<file path="src/rtl/mult_feeder_pkg.sv">
// Shared constants and types for the multiplier feeder: state encoding,
// default geometry and counter widths.
package mult_feeder_pkg;

   // Default operand width, kernel length and multiplier latency
   localparam int DEF_BIT_WIDTH  = 8;
   localparam int DEF_KERNEL_LEN = 9;
   localparam int DEF_PROD_LAT   = 3;

   // Counter widths sized for the largest legal kernel length (255)
   // and multiplier latency (7)
   localparam int PAIR_CNT_W = 8;
   localparam int LAT_CNT_W  = 3;

   // Feeder sequencing states
   typedef enum logic [2:0] {
      ST_IDLE  = 3'd0,
      ST_ISSUE = 3'd1,
      ST_WAIT  = 3'd2,
      ST_ACC   = 3'd3,
      ST_DONE  = 3'd4
   } state_t;

endpackage

</file>
<file path="src/rtl/mult_feeder_if.sv">
// Feeder <-> multiplier bus: operands and strobes toward the multiplier,
// product and start acknowledge back from it.
interface mult_feeder_if #(
   parameter int BIT_WIDTH = 8
);
   logic [BIT_WIDTH-1:0]   pix_weight;
   logic [BIT_WIDTH-1:0]   pix_feature;
   logic                   enable_colw;
   logic                   enable_colip;
   logic                   enable_core;
   logic [2*BIT_WIDTH-1:0] mul_product;
   logic                   mul_start;

   // Feeder side
   modport master (
      output pix_weight, pix_feature, enable_colw, enable_colip, enable_core,
      input  mul_product, mul_start
   );

   // Multiplier side
   modport slave (
      input  pix_weight, pix_feature, enable_colw, enable_colip, enable_core,
      output mul_product, mul_start
   );

   // Accumulator only needs to see the product
   modport acc_side (
      input mul_product
   );
endinterface

</file>
<file path="src/rtl/feeder_acc.sv">
// Dot-product accumulator for the feeder. Adds the zero-extended
// multiplier product when add_en is high; clear empties it after a sum
// has been handed off.
// Build option: MULT_FEEDER_ACC_SATURATE_EN -- when defined the addition
// clamps at the all-ones value instead of wrapping.
module feeder_acc #(
   parameter int ACC_WIDTH = 20
)(
   input  logic                 clk,
   input  logic                 srst,
   input  logic                 clear,
   input  logic                 add_en,
   mult_feeder_if.acc_side      mul,
   output logic [ACC_WIDTH-1:0] acc
);

   logic [ACC_WIDTH-1:0] acc_reg;
   logic [ACC_WIDTH-1:0] acc_next;

`ifdef MULT_FEEDER_ACC_SATURATE_EN
   logic [ACC_WIDTH:0] sum_wide;

   // One extra bit catches the carry; on overflow clamp to all ones, which
   // also keeps a saturated accumulator pinned for the rest of the kernel
   always_comb begin
      sum_wide = {1'b0, acc_reg} + (ACC_WIDTH+1)'(mul.mul_product);
      acc_next = sum_wide[ACC_WIDTH] ? {ACC_WIDTH{1'b1}} : sum_wide[ACC_WIDTH-1:0];
   end
`else
   // Plain modular addition
   always_comb begin
      acc_next = acc_reg + ACC_WIDTH'(mul.mul_product);
   end
`endif

   // Accumulator register: reset and post-handoff clear take priority
   always_ff @(posedge clk) begin
      if (srst || clear) begin
         acc_reg <= '0;
      end else if (add_en) begin
         acc_reg <= acc_next;
      end
   end

   assign acc = acc_reg;

endmodule

</file>
<file path="src/rtl/mult_feeder.sv">
// Multiplier feeder: accepts weight/feature pairs one at a time, issues
// each to an external multiplier, waits its fixed latency, accumulates
// the product and after KERNEL_LEN pairs presents the dot-product with a
// valid/ready handshake. A missing start acknowledge sets a sticky error.
// Build option: MULT_FEEDER_ACC_SATURATE_EN (saturating accumulator,
// handled inside feeder_acc).
module mult_feeder
   import mult_feeder_pkg::*;
#(
   parameter int BIT_WIDTH  = DEF_BIT_WIDTH,
   parameter int KERNEL_LEN = DEF_KERNEL_LEN,
   parameter int PROD_LAT   = DEF_PROD_LAT,
   parameter int ACC_WIDTH  = 2*BIT_WIDTH+4
)(
   input  logic                   i_clk,
   input  logic                   i_rst,
   input  logic                   i_pair_valid,
   output logic                   o_pair_ready,
   input  logic [BIT_WIDTH-1:0]   i_pix_weight,
   input  logic [BIT_WIDTH-1:0]   i_pix_feature,
   output logic [BIT_WIDTH-1:0]   o_pix_weight,
   output logic [BIT_WIDTH-1:0]   o_pix_feature,
   output logic                   o_enable_colw,
   output logic                   o_enable_colip,
   output logic                   o_enable_core,
   input  logic [2*BIT_WIDTH-1:0] i_mul_product,
   input  logic                   i_mul_start,
   output logic [ACC_WIDTH-1:0]   o_sum,
   output logic                   o_sum_valid,
   input  logic                   i_sum_ready,
   output logic                   o_err
);

   // Last pair index of a kernel and last WAIT count value; WAIT spends
   // PROD_LAT-1 cycles so that ACC lands PROD_LAT cycles after ISSUE
   localparam logic [PAIR_CNT_W-1:0] KERNEL_LAST = PAIR_CNT_W'(KERNEL_LEN - 1);
   localparam logic [LAT_CNT_W-1:0]  WAIT_LAST   = LAT_CNT_W'(PROD_LAT - 2);

   state_t                 state_reg;
   state_t                 state_next;
   logic [BIT_WIDTH-1:0]   weight_reg;
   logic [BIT_WIDTH-1:0]   feature_reg;
   logic [PAIR_CNT_W-1:0]  pair_cnt_reg;
   logic [LAT_CNT_W-1:0]   lat_cnt_reg;
   logic                   issue_d_reg;
   logic                   err_reg;

   logic                   pair_ready;
   logic                   issue_en;
   logic                   core_en;
   logic                   sum_valid;
   logic                   acc_add;
   logic                   acc_clear;
   logic [ACC_WIDTH-1:0]   acc_value;

   mult_feeder_if #(.BIT_WIDTH(BIT_WIDTH)) mul_bus ();

   // State register
   always_ff @(posedge i_clk) begin
      if (i_rst) begin
         state_reg <= ST_IDLE;
      end else begin
         state_reg <= state_next;
      end
   end

   // Next-state and per-state strobes
   always_comb begin
      state_next = state_reg;
      pair_ready = 1'b0;
      issue_en   = 1'b0;
      core_en    = 1'b0;
      sum_valid  = 1'b0;
      acc_add    = 1'b0;
      acc_clear  = 1'b0;
      case (state_reg)
         ST_IDLE: begin
            pair_ready = 1'b1;
            if (i_pair_valid) begin
               state_next = ST_ISSUE;
            end
         end
         ST_ISSUE: begin
            issue_en = 1'b1;
            // A single-cycle multiplier has its product ready right after
            // ISSUE, so there is nothing to wait for
            if (PROD_LAT > 1) begin
               state_next = ST_WAIT;
            end else begin
               state_next = ST_ACC;
            end
         end
         ST_WAIT: begin
            core_en = 1'b1;
            if (lat_cnt_reg == WAIT_LAST) begin
               state_next = ST_ACC;
            end
         end
         ST_ACC: begin
            core_en = 1'b1;
            acc_add = 1'b1;
            // The counter increments on this same edge, so compare against
            // the pre-increment value of the final pair
            if (pair_cnt_reg == KERNEL_LAST) begin
               state_next = ST_DONE;
            end else begin
               state_next = ST_IDLE;
            end
         end
         ST_DONE: begin
            sum_valid = 1'b1;
            if (i_sum_ready) begin
               acc_clear  = 1'b1;
               state_next = ST_IDLE;
            end
         end
         default: begin
            state_next = ST_IDLE;
         end
      endcase
   end

   // Operand capture, pair counter and latency counter
   always_ff @(posedge i_clk) begin
      if (i_rst) begin
         weight_reg   <= '0;
         feature_reg  <= '0;
         pair_cnt_reg <= '0;
         lat_cnt_reg  <= '0;
      end else begin
         if (state_reg == ST_IDLE && i_pair_valid) begin
            weight_reg  <= i_pix_weight;
            feature_reg <= i_pix_feature;
         end
         if (state_reg == ST_WAIT) begin
            lat_cnt_reg <= lat_cnt_reg + 1'b1;
         end else begin
            lat_cnt_reg <= '0;
         end
         if (acc_add) begin
            pair_cnt_reg <= pair_cnt_reg + 1'b1;
         end else if (acc_clear) begin
            pair_cnt_reg <= '0;
         end
      end
   end

   // Sticky error: the multiplier must acknowledge in the cycle after ISSUE.
   // Only flags the fault; sequencing carries on regardless.
   always_ff @(posedge i_clk) begin
      if (i_rst) begin
         issue_d_reg <= 1'b0;
         err_reg     <= 1'b0;
      end else begin
         issue_d_reg <= issue_en;
         if (issue_d_reg && !mul_bus.mul_start) begin
            err_reg <= 1'b1;
         end
      end
   end

   feeder_acc #(
      .ACC_WIDTH (ACC_WIDTH)
   ) u_feeder_acc (
      .clk    (i_clk),
      .srst   (i_rst),
      .clear  (acc_clear),
      .add_en (acc_add),
      .mul    (mul_bus),
      .acc    (acc_value)
   );

   // Multiplier-facing bus, routed through the interface bundle
   assign mul_bus.pix_weight   = weight_reg;
   assign mul_bus.pix_feature  = feature_reg;
   assign mul_bus.enable_colw  = issue_en;
   assign mul_bus.enable_colip = issue_en;
   assign mul_bus.enable_core  = core_en;
   assign mul_bus.mul_product  = i_mul_product;
   assign mul_bus.mul_start    = i_mul_start;

   assign o_pix_weight   = mul_bus.pix_weight;
   assign o_pix_feature  = mul_bus.pix_feature;
   assign o_enable_colw  = mul_bus.enable_colw;
   assign o_enable_colip = mul_bus.enable_colip;
   assign o_enable_core  = mul_bus.enable_core;

   assign o_pair_ready = pair_ready;
   assign o_sum_valid  = sum_valid;
   assign o_sum        = acc_value;
   assign o_err        = err_reg;

endmodule
</file>
<file path="config.mk">
export PLATFORM = sky130hd
export DESIGN_NAME = mult_feeder
export DESIGN_NICKNAME = d
export VERILOG_FILES = /design/src/rtl/mult_feeder_pkg.sv /design/src/rtl/mult_feeder_if.sv /design/src/rtl/feeder_acc.sv /design/src/rtl/mult_feeder.sv
export SDC_FILE = /design/constraint.sdc
export NUM_CORES = 1
export LEC_CHECK = 0
export ABC_AREA = 1
export CAP_MARGIN = 20
export CORE_ASPECT_RATIO = 1.25
export CORE_MARGIN = 2
export CORE_UTILIZATION = 45
export DETAILED_ROUTE_END_ITERATION = 8
export PLACE_DENSITY = 0.83
export SYNTH_ARGS = -nofsm -noshare
export SYNTH_HDL_FRONTEND = slang
export SYNTH_SLANG_ARGS = --single-unit
</file>
<file path="constraint.sdc">
create_clock -name i_clk -period 2.05 [get_ports i_clk]
set_input_delay 0.615 -clock i_clk [delete_from_list [all_inputs] [get_ports i_clk]]
set_output_delay 0.615 -clock i_clk [all_outputs]
set_load 0.005 [all_outputs]
</file>
==> results.tsv, run 1 <==
metric	value	unit
status	complete, no violations	
final_area	4710	um2
tritoncts	done	
synth_top_cell_by_area	dfxtp_1	
hold_start	lat_cnt_reg[0]$_SDFF_PP0_	
use_met3	5.04	%
fill_cells	565	
crit_buf_inv	1	
final_cell_mix	nand2_1 (109), clkdlybuf4s50_1 (63), dfxtp_1 (50), inv_1 (49), nor2_1 (46)	
p_seq_share	42.2	%
antenna_found_initial	0	
p_sw_share	30.8	%
dpl.cell_count	656	
globalRouteMet2Util	44.2	%
r2r-end	u_feeder_acc.acc[12]$_SDFFE_PP0P_	
grt_usage	23.2	%
finalHoldViolCount	0	
final_nets	631	
clock_power_share	28.1	%
p_switching	815	uW
maxCapViolations	0	
min_to	lat_cnt_reg[0]$_SDFF_PP0_	
stdcell_count	664	
gr-usage-met1	23.9	%
worstMarginPinSlew	0.417	ns
numCtsBuffers	5	
gp_congestion	0.929	
diodes	0	
die_x	80.0	um
vdd_drop_max	0.364	mV
routed_via_density	5.23	
synthToLayoutAreaGrowth	45.0	%
critPathLaunchType	input pin	
grt_pass1_wl	14.9	mm
syn_area_per_cell	6.90	um2
clkTransAtPathRegs	0.10	ns
p_comb_share	29.7	%
cp.arrival	2.20	ns
path_class	in2reg	
post_dp_cell_area	4290	um2
first_pass_iters	4	
synth_cells	471	
critical_path_required	2.26	ns
clock_latency	0.31	ns
p_leak	0.00209	uW
slew_headroom	72.1	%
power.density	561	nW/um2
gr-total-overflow	0	
seq_area_frac_synth	32.0	%
hold_path.class	reg2reg	
timing.fmax	0.502	GHz
die-area	7930	um2
crit_family	simple AND/OR/NAND/NOR gates	
max_stage_delay	0.45	ns
drtIter0Drc	172	
syn_area	3250	um2
cts.sinks	52	
end_kind	flip-flop	
grt_busiest_layer	met2	
port_buffers	78	
synth_area_leaders	dfxtp_1 (32%), nand2_1 (13%), ha_1 (7.7%), a21oi_1 (6.3%), nand3_1 (6.0%)	
largest_register_ffs	20	
first_global_vias	3517	
ios	79	
worstHoldPathCells	1	
r2r_setup_slack	0.31	ns
dp_hpwl	6.70	mm
drv_slew	0	
cts.path.max_buffers	2	
core_area	6980	um2
synth_top_area_share	32.0	%
routed_wl	9.23	mm
ys_warn_count	0	
cts-root-buf	clkbuf_8	
cp.depth	11	
drc	0	
ant_nets	0	
fp-row-count	34	
finalSetupViolations	0	
crit_chain	clkdlybuf4s50_1, ha_1, nand3_2, nand3_4, nand2_1, nand2_1, nand3_1, nand3_1, nand2_1, nor2_1, nor2_1	
synth_fp_nets	529	
grt_max_degree	26	
htreeDepth	2	
die_h	99.0	um
crit_slowest_cell	clkdlybuf4s50_1	
num_vias	3474	
start_util	46.6	%
rsz0062_at_grt	yes	
p_int	1830	uW
ys_seq_elements	52	
r2r_cells	12	
ys_types	40	
crit_top_cell	nand2_1	
final_common_cell	nand2_1	
rr_startpoint	u_feeder_acc.acc[0]$_SDFFE_PP0P_	
wl_per_cell	13.9	um
min_period	1.99	ns
drive_gt1_share	20.7	%
cp_max_fo	4	
period_share	97.2	%
finClkSkew	0.0139	ns
-- per-stage QoR --
stage / TNS, ns / hold slack, ns / utilization (%) / setup WS [ns] / total power, uW
CTS: 0 / 0.473 / 64.8 / 0.0233 / 2610
global placement: -5.13 / 0.431 / 61.5 / -0.389 / 1820
detailed placement: -5.98 / 0.451 / 61.5 / -0.435 / 1840
global route: -0.0106 / 0.486 / 67.6 / -0.00774 / 2780
finish: 0 / 0.465 / 67.6 / 0.0577 / 2640
floorplan: 0 / 0.421 / - / 0.0680 / 1510
-- logic make-up after synthesis --
group,Yosys count,share of synthesized area (%)
and+or+nand+nor,248,35.6
AOI/OAI and AO/OA,72,12.6
buffers and inverters,72,9.85
DFF,52,32.0
adders and majority gates,21,8.31
xor gates and xnor gates,6,1.62
-- power by group through the flow --
stage,Sequential [uW],Combinational [uW],Clock [uW]
2_1_floorplan,1130,383,0
3_3_place_gp,1130,689,0
3_5_place_dp,1130,706,0
4_1_cts,1110,732,764
5_1_grt,1120,857,797
6_report,1120,785,743
-- worst max-delay path by stage --
stage	startpoint	endpoint	slack, ns
floorplan	i_mul_product[0]	u_feeder_acc.acc[12]$_SDFFE_PP0P_	0.07
global placement	i_mul_product[0]	u_feeder_acc.acc[18]$_SDFFE_PP0P_	-0.39
detailed placement	i_mul_product[0]	u_feeder_acc.acc[18]$_SDFFE_PP0P_	-0.43
CTS	i_mul_product[2]	u_feeder_acc.acc[13]$_SDFFE_PP0P_	0.02
global route	i_mul_product[10]	u_feeder_acc.acc[15]$_SDFFE_PP0P_	-0.008
finish	i_mul_product[1]	u_feeder_acc.acc[13]$_SDFFE_PP0P_	0.06
-- routing by layer --
metal  routed length, um  part of all wire (%)  up-vias
met5                   0                     0        -
met4                 300                   3.2        0
met3                 559                   6.1       28
met2                4970                    54      123
met1                3410                    37     1593
li1                    -                     -     1730
-- worst reg2reg max path, stage by stage, from the launching register on --
cell and delay (ns):
dfxtp_1 0.34, ha_2 0.19, fa_2 0.40, nand3_1 0.09, nand3_1 0.10, nand2_1 0.09, nand2_1 0.10, nand2_1 0.09
nand2_1 0.05, nand2_1 0.05, nand3_1 0.06, nand2_1 0.06, inv_1 0.03
-- cells in the mapped netlist --
cell type and n:
nor2_2 5, nor3_1 5, nand3_2 8, o21ai_0 14
o21a_1 1, a31o_2 1, o21ai_1 3, a221oi_2 1
o311ai_0 1, nor2_1 49, xor2_1 5, a21oi_1 41
ha_1 20, inv_1 49, and2_4 1, nand4_1 3
buf_2 1, dfxtp_1 52, o211ai_1 2, buf_6 4
xnor2_1 1, nor4_1 2, a21oi_2 4, nand2_2 15
buf_4 5, nand3_1 39, a211oi_1 2, nand2_1 112
o21bai_1 1, clkbuf_1 5, nand3b_1 1, fa_1 1
o22ai_1 1, inv_2 7, or2_2 1, nor3_4 1
nor2_4 2, and3_1 1, clkinv_1 1, nor3_2 3
-- final cells by class --
cell class | instances | area, um2 | share of cell area (%)
well taps | 90 | 113 | 2.39
flip-flops and latches | 52 | 1050 | 22.2
multi-input cells | 347 | 2170 | 46.0
clock buffers | 5 | 68.8 | 1.46
inverters | 57 | 214 | 4.54
clock inverters | 3 | 46.3 | 0.982
repair buffers | 110 | 1060 | 22.4
-- what timing repair did --
action / 4_1_cts / 5_1_grt
setup endpoints to repair: 13 / 14
pin swaps: 7 / 9
gates cloned: 0 / 0
gates resized for setup: 24 / 39
hold buffers: 0 / 0
setup buffers: 0 / 0
Note: power is estimated with default switching activity, not from simulation.
==> inputs of run 2 (changes only) <==
--- a/config.mk
+++ b/config.mk
@@ -11,6 +11,7 @@
 export CORE_MARGIN = 2
 export CORE_UTILIZATION = 45
 export DETAILED_ROUTE_END_ITERATION = 8
+export HOLD_SLACK_MARGIN = 0.05
 export PLACE_DENSITY = 0.83
 export SYNTH_ARGS = -nofsm -noshare
 export SYNTH_HDL_FRONTEND = slang
==> results of run 2 <==
Same layout as run 1: the final DEF is identical, and so are final timing and power.
